===== config.mk =====
export PLATFORM = sky130hd
export DESIGN_NAME = det_event_counter_flat
export DESIGN_NICKNAME = d
export VERILOG_FILES = /design/src/rtl/det_cnt_pkg.sv /design/src/rtl/det_event_if.sv /design/src/rtl/det_rise_edge.sv /design/src/rtl/det_event_counter.sv /design/src/flat_wrapper.sv
export SDC_FILE = /design/constraint.sdc
export NUM_CORES = 1
export LEC_CHECK = 0
export CORE_MARGIN = 4
export CORE_UTILIZATION = 39
export DETAILED_ROUTE_END_ITERATION = 8
export GPL_TIMING_DRIVEN = 0
export PLACE_DENSITY_LB_ADDON = 0.08
export SYNTH_ARGS = -nofsm -noshare
export SYNTH_HDL_FRONTEND = slang
export SYNTH_HIERARCHICAL = 1
export SYNTH_SLANG_ARGS = --single-unit

===== constraint.sdc =====
create_clock -name clk -period 2.52 [get_ports clk]
set_input_delay 0.504 -clock clk [delete_from_list [all_inputs] [get_ports clk]]
set_output_delay 0.504 -clock clk [all_outputs]
set_load 0.01 [all_outputs]

===== src/rtl/det_cnt_pkg.sv =====
// rtl/det_cnt_pkg.sv - shared constants and state encoding for the detector event counter
package det_cnt_pkg;
    localparam int CNT_W_DEF = 8;
    localparam int ST_W      = 2;

    typedef enum logic [ST_W-1:0] {
        ST_IDLE  = 2'b00,
        ST_ARMED = 2'b01,
        ST_ALARM = 2'b10
    } state_t;
endpackage


===== src/rtl/det_event_if.sv =====
// rtl/det_event_if.sv - detector input, control and status bundle for det_event_counter
interface det_event_if
    import det_cnt_pkg::*;
#(
    parameter int CNT_W = CNT_W_DEF
);
    logic             det_in;
    logic             enable;
    logic             clear;
    logic             ack;
    logic [CNT_W-1:0] threshold;
    logic [CNT_W-1:0] count;
    logic [CNT_W-1:0] max_run;
    logic             rise_pulse;
    logic             irq_pulse;
    logic             alarm;
    logic             sat;

    modport master (
        output det_in, enable, clear, ack, threshold,
        input  count, max_run, rise_pulse, irq_pulse, alarm, sat
    );

    modport slave (
        input  det_in, enable, clear, ack, threshold,
        output count, max_run, rise_pulse, irq_pulse, alarm, sat
    );
endinterface


===== src/rtl/det_rise_edge.sv =====
// rtl/det_rise_edge.sv - one-cycle-delay register and rising-edge strobe for a same-domain level
module det_rise_edge (
    input  logic clk,
    input  logic rst_b,
    input  logic din,
    output logic rise
);
    logic det_d_q;
    logic det_d_d;

    always_comb begin
        det_d_d = din;
    end

    always_ff @(posedge clk) begin
        if (!rst_b) begin
            det_d_q <= 1'b0;
        end else begin
            det_d_q <= det_d_d;
        end
    end

    // det_d_q clears on reset, so a level already high at release counts as a rise
    assign rise = din & ~det_d_q;
endmodule


===== src/rtl/det_event_counter.sv =====
// rtl/det_event_counter.sv - saturating event counter, run-length tracker and threshold alarm
module det_event_counter
    import det_cnt_pkg::*;
#(
    parameter int CNT_W = CNT_W_DEF
) (
    input  logic        clk,
    input  logic        rst_b,
    det_event_if.slave  bus
);
    localparam logic [CNT_W-1:0] ALL_ONES = '1;

    state_t           state_q, state_d;
    logic [CNT_W-1:0] count_q, count_d;
    logic [CNT_W-1:0] cur_run_q, cur_run_d;
    logic [CNT_W-1:0] max_run_q, max_run_d;
    logic             rise_pulse_q, rise_pulse_d;
    logic             irq_pulse_q, irq_pulse_d;
    logic             alarm_q, alarm_d;
    logic             sat_q, sat_d;
    logic             rise;
    logic             event_inc;

    det_rise_edge u_rise (
        .clk   (clk),
        .rst_b (rst_b),
        .din   (bus.det_in),
        .rise  (rise)
    );

    always_comb begin
        state_d      = state_q;
        count_d      = count_q;
        cur_run_d    = cur_run_q;
        max_run_d    = max_run_q;
        sat_d        = sat_q;
        irq_pulse_d  = 1'b0;
        rise_pulse_d = rise;
        event_inc    = rise && bus.enable && (state_q == ST_ARMED || state_q == ST_ALARM);

        if (bus.enable) begin
            if (!bus.det_in) begin
                cur_run_d = '0;
            end else if (cur_run_q != ALL_ONES) begin
                cur_run_d = cur_run_q + 1'b1;
            end
            if (cur_run_d > max_run_q) begin
                max_run_d = cur_run_d;
            end
            if (max_run_d == ALL_ONES) begin
                sat_d = 1'b1;
            end
        end

        if (event_inc) begin
            if (count_q != ALL_ONES) begin
                count_d = count_q + 1'b1;
            end
            if (count_d == ALL_ONES) begin
                sat_d = 1'b1;
            end
        end

        case (state_q)
            ST_IDLE: begin
                if (bus.enable) state_d = ST_ARMED;
            end
            ST_ARMED: begin
                if (!bus.enable) begin
                    state_d = ST_IDLE;
                end else if (event_inc && bus.threshold != '0 && count_d >= bus.threshold) begin
                    state_d     = ST_ALARM;
                    irq_pulse_d = 1'b1;
                end
            end
            ST_ALARM: begin
                state_d = ST_ALARM;
            end
            default: state_d = ST_IDLE;
        endcase

        // ack/clear drop any coincident event; exit target depends only on enable
        if (bus.clear || (bus.ack && state_q == ST_ALARM)) begin
            count_d     = '0;
            irq_pulse_d = 1'b0;
            state_d     = bus.enable ? ST_ARMED : ST_IDLE;
        end
        if (bus.clear) begin
            cur_run_d = '0;
            max_run_d = '0;
            sat_d     = 1'b0;
        end

        alarm_d = (state_d == ST_ALARM);
    end

    always_ff @(posedge clk) begin
        if (!rst_b) begin
            state_q      <= ST_IDLE;
            count_q      <= '0;
            cur_run_q    <= '0;
            max_run_q    <= '0;
            rise_pulse_q <= 1'b0;
            irq_pulse_q  <= 1'b0;
            alarm_q      <= 1'b0;
            sat_q        <= 1'b0;
        end else begin
            state_q      <= state_d;
            count_q      <= count_d;
            cur_run_q    <= cur_run_d;
            max_run_q    <= max_run_d;
            rise_pulse_q <= rise_pulse_d;
            irq_pulse_q  <= irq_pulse_d;
            alarm_q      <= alarm_d;
            sat_q        <= sat_d;
        end
    end

    assign bus.count      = count_q;
    assign bus.max_run    = max_run_q;
    assign bus.rise_pulse = rise_pulse_q;
    assign bus.irq_pulse  = irq_pulse_q;
    assign bus.alarm      = alarm_q;
    assign bus.sat        = sat_q;
endmodule


===== src/flat_wrapper.sv =====
// flat-port wrapper written by rule: the top's interface ports become plain ports
module det_event_counter_flat import det_cnt_pkg::*;
#(
    parameter int CNT_W = CNT_W_DEF
)
  (clk, rst_b, bus_det_in, bus_enable, bus_clear, bus_ack, bus_threshold, bus_count, bus_max_run, bus_rise_pulse, bus_irq_pulse, bus_alarm, bus_sat);
  det_event_if #(.CNT_W(CNT_W)) bus_i ();
  input  logic clk;
  input  logic rst_b;
  input wire logic [$bits(bus_i.det_in)-1:0] bus_det_in;
  input wire logic [$bits(bus_i.enable)-1:0] bus_enable;
  input wire logic [$bits(bus_i.clear)-1:0] bus_clear;
  input wire logic [$bits(bus_i.ack)-1:0] bus_ack;
  input wire logic [$bits(bus_i.threshold)-1:0] bus_threshold;
  output wire logic [$bits(bus_i.count)-1:0] bus_count;
  output wire logic [$bits(bus_i.max_run)-1:0] bus_max_run;
  output wire logic [$bits(bus_i.rise_pulse)-1:0] bus_rise_pulse;
  output wire logic [$bits(bus_i.irq_pulse)-1:0] bus_irq_pulse;
  output wire logic [$bits(bus_i.alarm)-1:0] bus_alarm;
  output wire logic [$bits(bus_i.sat)-1:0] bus_sat;
  assign bus_i.det_in = bus_det_in;
  assign bus_i.enable = bus_enable;
  assign bus_i.clear = bus_clear;
  assign bus_i.ack = bus_ack;
  assign bus_i.threshold = bus_threshold;
  assign bus_count = bus_i.count;
  assign bus_max_run = bus_i.max_run;
  assign bus_rise_pulse = bus_i.rise_pulse;
  assign bus_irq_pulse = bus_i.irq_pulse;
  assign bus_alarm = bus_i.alarm;
  assign bus_sat = bus_i.sat;
  det_event_counter #(.CNT_W(CNT_W)) u_core (.clk(clk), .rst_b(rst_b), .bus(bus_i));
endmodule

==> metrics.md <==
| Metric | Value |
|---|---|
| Result of the run | `finished with violations` |
| Violations in the final reports | `negative setup slack` |
| Final routed wirelength across all metal layers | `approximately 5.5 mm` |
| Horizontal extent of the die | `approximately 82 um` |
| Layout cell share with drive strength beyond 1 | `0.275` |
| Number of buffers and inverters on the critical path | `1` |
| Required time at the endpoint of the critical path | `about 2.7 ns` |
| R2R Path Start | `u_core/cur_run_q[6]` |
| Max-cap violation count | `0` |
| Number of filler instances in the final layout | `between 400 and 500` |
| Avg Inst Size Synth | `8.54 um2` |
| Cell chosen for the clock root | `clkbuf_8` |
| Placement Rows | `26` |
| Pin slew with the least headroom to its limit | `approximately 0.76 ns` |
| RSZ-0062 raised after global routing | `true` |
| Commonest cells in the synthesized netlist | `dfxtp_1, nor2_1, ha_1, inv_1, mux2i_1` |
| Routing usage on met1 | `0.223` |
| Yosys warning count | `6` |
| Element type at the critical path start | `register` |
| Post-route antenna net violation count | `0` |
| Category of the worst setup path capture point | `register` |
| RePlAce Congestion | `0.764` |
| Number of flops mapped to enable cells by yosys | `0` |
| Final Hold Violating Endpoints | `0` |
| Worst slack at placement | `-0.954 ns` |
| # H-tree levels | `2` |
| PnR Total Power | `1.04 mW` |
| Area share of the largest cell type after synthesis | `0.294` |
| Clock-pin slew on the worst setup and hold paths | `~0.070 ns` |
| FMAX | `0.363 GHz` |
| Fin crit share | `1.09` |
| Worst clock skew on the final layout | `around 0.0043 ns` |
| Top-Level Pins | `34` |
| Capture point of the worst reg-to-reg path | `u_core/bus.sat` |
| Detail Placement HPWL | `between 3 and 4 mm` |
| Crit Path Class | `register to register` |
| CP Data Arrival Time | `about 3.0 ns` |
| Maximum number of buffers from clock root to sink | `2` |
| Largest area contributor in the synthesized netlist | `dfxtp_1` |
| Average via count per standard cell | `between 5 and 6` |
| First-pass iteration count of the detailed router | `6` |
| Count of input and output buffers | `32` |
| Total nets after synthesis | `approximately 280` |
| Met2 Track Usage GR | `0.294` |
| Sequence of cells on the critical path | `nand3_2 -> o311ai_4 -> o41ai_4 -> ha_1 -> nand4_1 -> buf_4 -> a211oi_4 -> o21ai_4 -> or2_1 -> o31ai_2` |
| Cell types occupying the most area after synthesis | `dfxtp_1, ha_1, mux2i_1, nor2_1, inv_1` |
| Most used standard cell by instance count after synthesis | `dfxtp_1` |
| TritonCTS clock tree | `done` |
| Initial antenna violation count | `0` |
| Area of the mapped netlist | `~2100 um2` |
| Total number of cells along the worst setup path | `10` |
| Largest net degree at the start of global routing | `11` |
| Reg2Reg Depth | `10` |
| Area enclosed by the die boundary | `6650 um2` |
| Worst IR drop on VDD | `about 270 uV` |
| Post-route worst hold slack | `0.503 ns` |
| Multi-input gate area | `around 1600 um2` |
| Number of global-route vias before repair | `between 1500 and 2000` |
| Max stage delay cell, worst path | `dfxtp_1` |
| Max-Slew Margin vs Limit | `0.496` |
| Hold Crit Depth | `3` |
| Number of buffers inserted for hold repair after clock tree synthesis | `0` |
| GR peak layer | `met2` |
| Synthesized netlist cell count | `247` |
| Flip-flop and latch area | `about 640 um2` |
| Global-route wire length before repair | `between 8 and 9 mm` |
| Endpoint of the worst setup timing path | `u_core/bus.sat` |
| Signed area change from the synthesized netlist to the final layout | `44.5%` |
| Cell variety after synth | `46` |
| Proportion of synthesized chip area in sequential cells | `0.294` |
| Family with the most delay on the worst path | `compound AO/OA/AOI/OAI gates` |
| Overall die height | `between 80 and 90 um` |
| Final slew viol count | `0` |
| Starting DRT DRC Count | `72` |
| Biggest cell delay along the critical path | `0.42 ns` |
| Worst setup margin | `-0.237 ns` |
| Flip-flop cell with the highest count after synthesis | `dfxtp_1` |
| Total power divided by cell area | `approximately 340 nW/um2` |
| Time the worst path needs with I/O delays and setup | `around 2.8 ns` |
| Number of antenna diodes | `0` |
| Final nets | `~350` |
| Setup slack of the worst register-to-register path | `-0.24 ns` |
| Final count of negative-setup-slack endpoints | `11` |
| CORE AREA | `5170 um2` |
| Kind of path behind the tightest hold check | `input pin to register` |
| Global-route track usage on met3 | `0.0351` |
| Remaining DRCs | `0` |
| Num CTS Buffers | `5` |
| Avg WL per Cell | `about 15 um` |
| Worst setup startpoint | `u_core/cur_run_q[6]` |
| Leak Pwr | `about 1.2 nW` |
| Total number of clock tree sinks | `31` |
| Clock latency on the worst-skew pair | `between 0.2 and 0.3 ns` |
| Async set or reset register ratio after synthesis | `0` |
| Initial core utilization | `0.408` |
| Total of flip-flops plus latches after synthesis | `31` |
| CP max FO | `5` |
| Overall track demand over capacity in global routing | `0.175` |
| Total vias in the final route | `around 2000` |
| GRT Residual Overflow | `0` |
flip-flops by register name (all words and copies together) (netlist names), 2 cells and up:
signal / cells
u_core/cur_run_q: 8
u_core/state_q: 2
u_core/bus.count: 8
u_core/bus.max_run: 8
metal layers:
metal	up-vias	wire length, um
met1	935	2570
met2	43	2710
met4	0	48
li1	1009	-
met3	7	195
met5	-	0
layout make-up:
| cell class | instances | area share |
|---|---|---|
| Clock inverter | 1 | 0.00164 |
| Sequential cell | 31 | 0.211 |
| Clock buffer | 6 | 0.0271 |
| Multi-Input combinational cell | 189 | 0.529 |
| Inverter | 22 | 0.0283 |
| Tap cell | 70 | 0.0287 |
| Buffer | 6 | 0.0107 |
| Timing Repair Buffer | 54 | 0.164 |
cells in the final DEF, fill, tap and decap left out, types with 3 or more instances in the layout:
cell	count
clkdlybuf4s50_1	31
nor2_1	21
dfxtp_1	21
buf_4	21
inv_1	20
ha_1	17
mux2i_1	16
nand2_1	12
a21oi_1	11
nand4_1	9
nor2b_1	8
xnor2_1	7
clkbuf_8	6
nand3_1	6
dfxtp_2	6
nand3_2	5
o21ai_0	5
a31oi_1	5
nor2_4	5
nor3_1	4
nor4_1	4
ha_4	4
dfxtp_4	4
and3_1	3
nand2b_1	3
a211oi_1	3
worst reg2reg max path, cell delays in order, from the launching register on:
cell,delay [ns]
dfxtp_1,0.42
nand3_2,0.18
o311ai_4,0.34
o41ai_4,0.15
ha_1,0.34
nand4_1,0.18
buf_4,0.20
a211oi_4,0.32
o21ai_4,0.11
or2_1,0.25
o31ai_2,0.20
how the worst min path moves through the flow:
stage                           from               endpoint  slack [ns]
6_report                  bus_enable   u_core/bus.irq_pulse        0.50
3_5_place_dp          u_core/bus.sat         u_core/bus.sat        0.50
5_1_grt                   bus_enable   u_core/bus.irq_pulse        0.52
3_3_place_gp   u_core/bus.max_run[2]  u_core/bus.max_run[2]        0.51
4_1_cts                   bus_enable   u_core/bus.irq_pulse        0.49
2_1_floorplan    u_core/cur_run_q[3]    u_core/cur_run_q[3]        0.52
per-stage QoR:
| step | util | setup TNS [ns] | instances | cell area, um2 |
|---|---|---|---|---|
| global route | 0.589 | -2.94 | 379 | 3050 |
| finish | 0.589 | -1.30 | 379 | 3050 |
| floorplan | - | 0 | 247 | 2180 |
| global placement | 0.500 | -10.69 | 349 | 2590 |
| detailed placement | 0.500 | -10.64 | 349 | 2590 |
| CTS | 0.560 | -1.13 | 369 | 2900 |
power by group:
part           internal, mW  switching, mW  leakage (nW)
clock network         0.214          0.189        0.0470
logic                0.0689         0.0721         0.866
registers             0.490        0.00419         0.257
total                 0.774          0.265          1.17
repair_timing:
item / CTS / global route
cloned: 1 / 0
resized for setup: 32 / 12
pin swaps: 16 / 13
setup buffers: 12 / 10
endpoints found under the setup margin: 13 / 13
kinds of logic (layout without fill, tap and decap cells):
kind of cell,count (synthesis),after routing,synth area share
AND/OR/NAND/NOR,96,96,0.248
AO/OA/AOI/OAI,43,44,0.147
flip-flops,31,31,0.294
buffers and inverters,28,89,0.0546
adder cells (fa/ha/maj),22,22,0.131
multiplexers,19,19,0.0920
XOR/XNOR,8,8,0.0332
No activity file was read; power rests on OpenSTA's default activity.
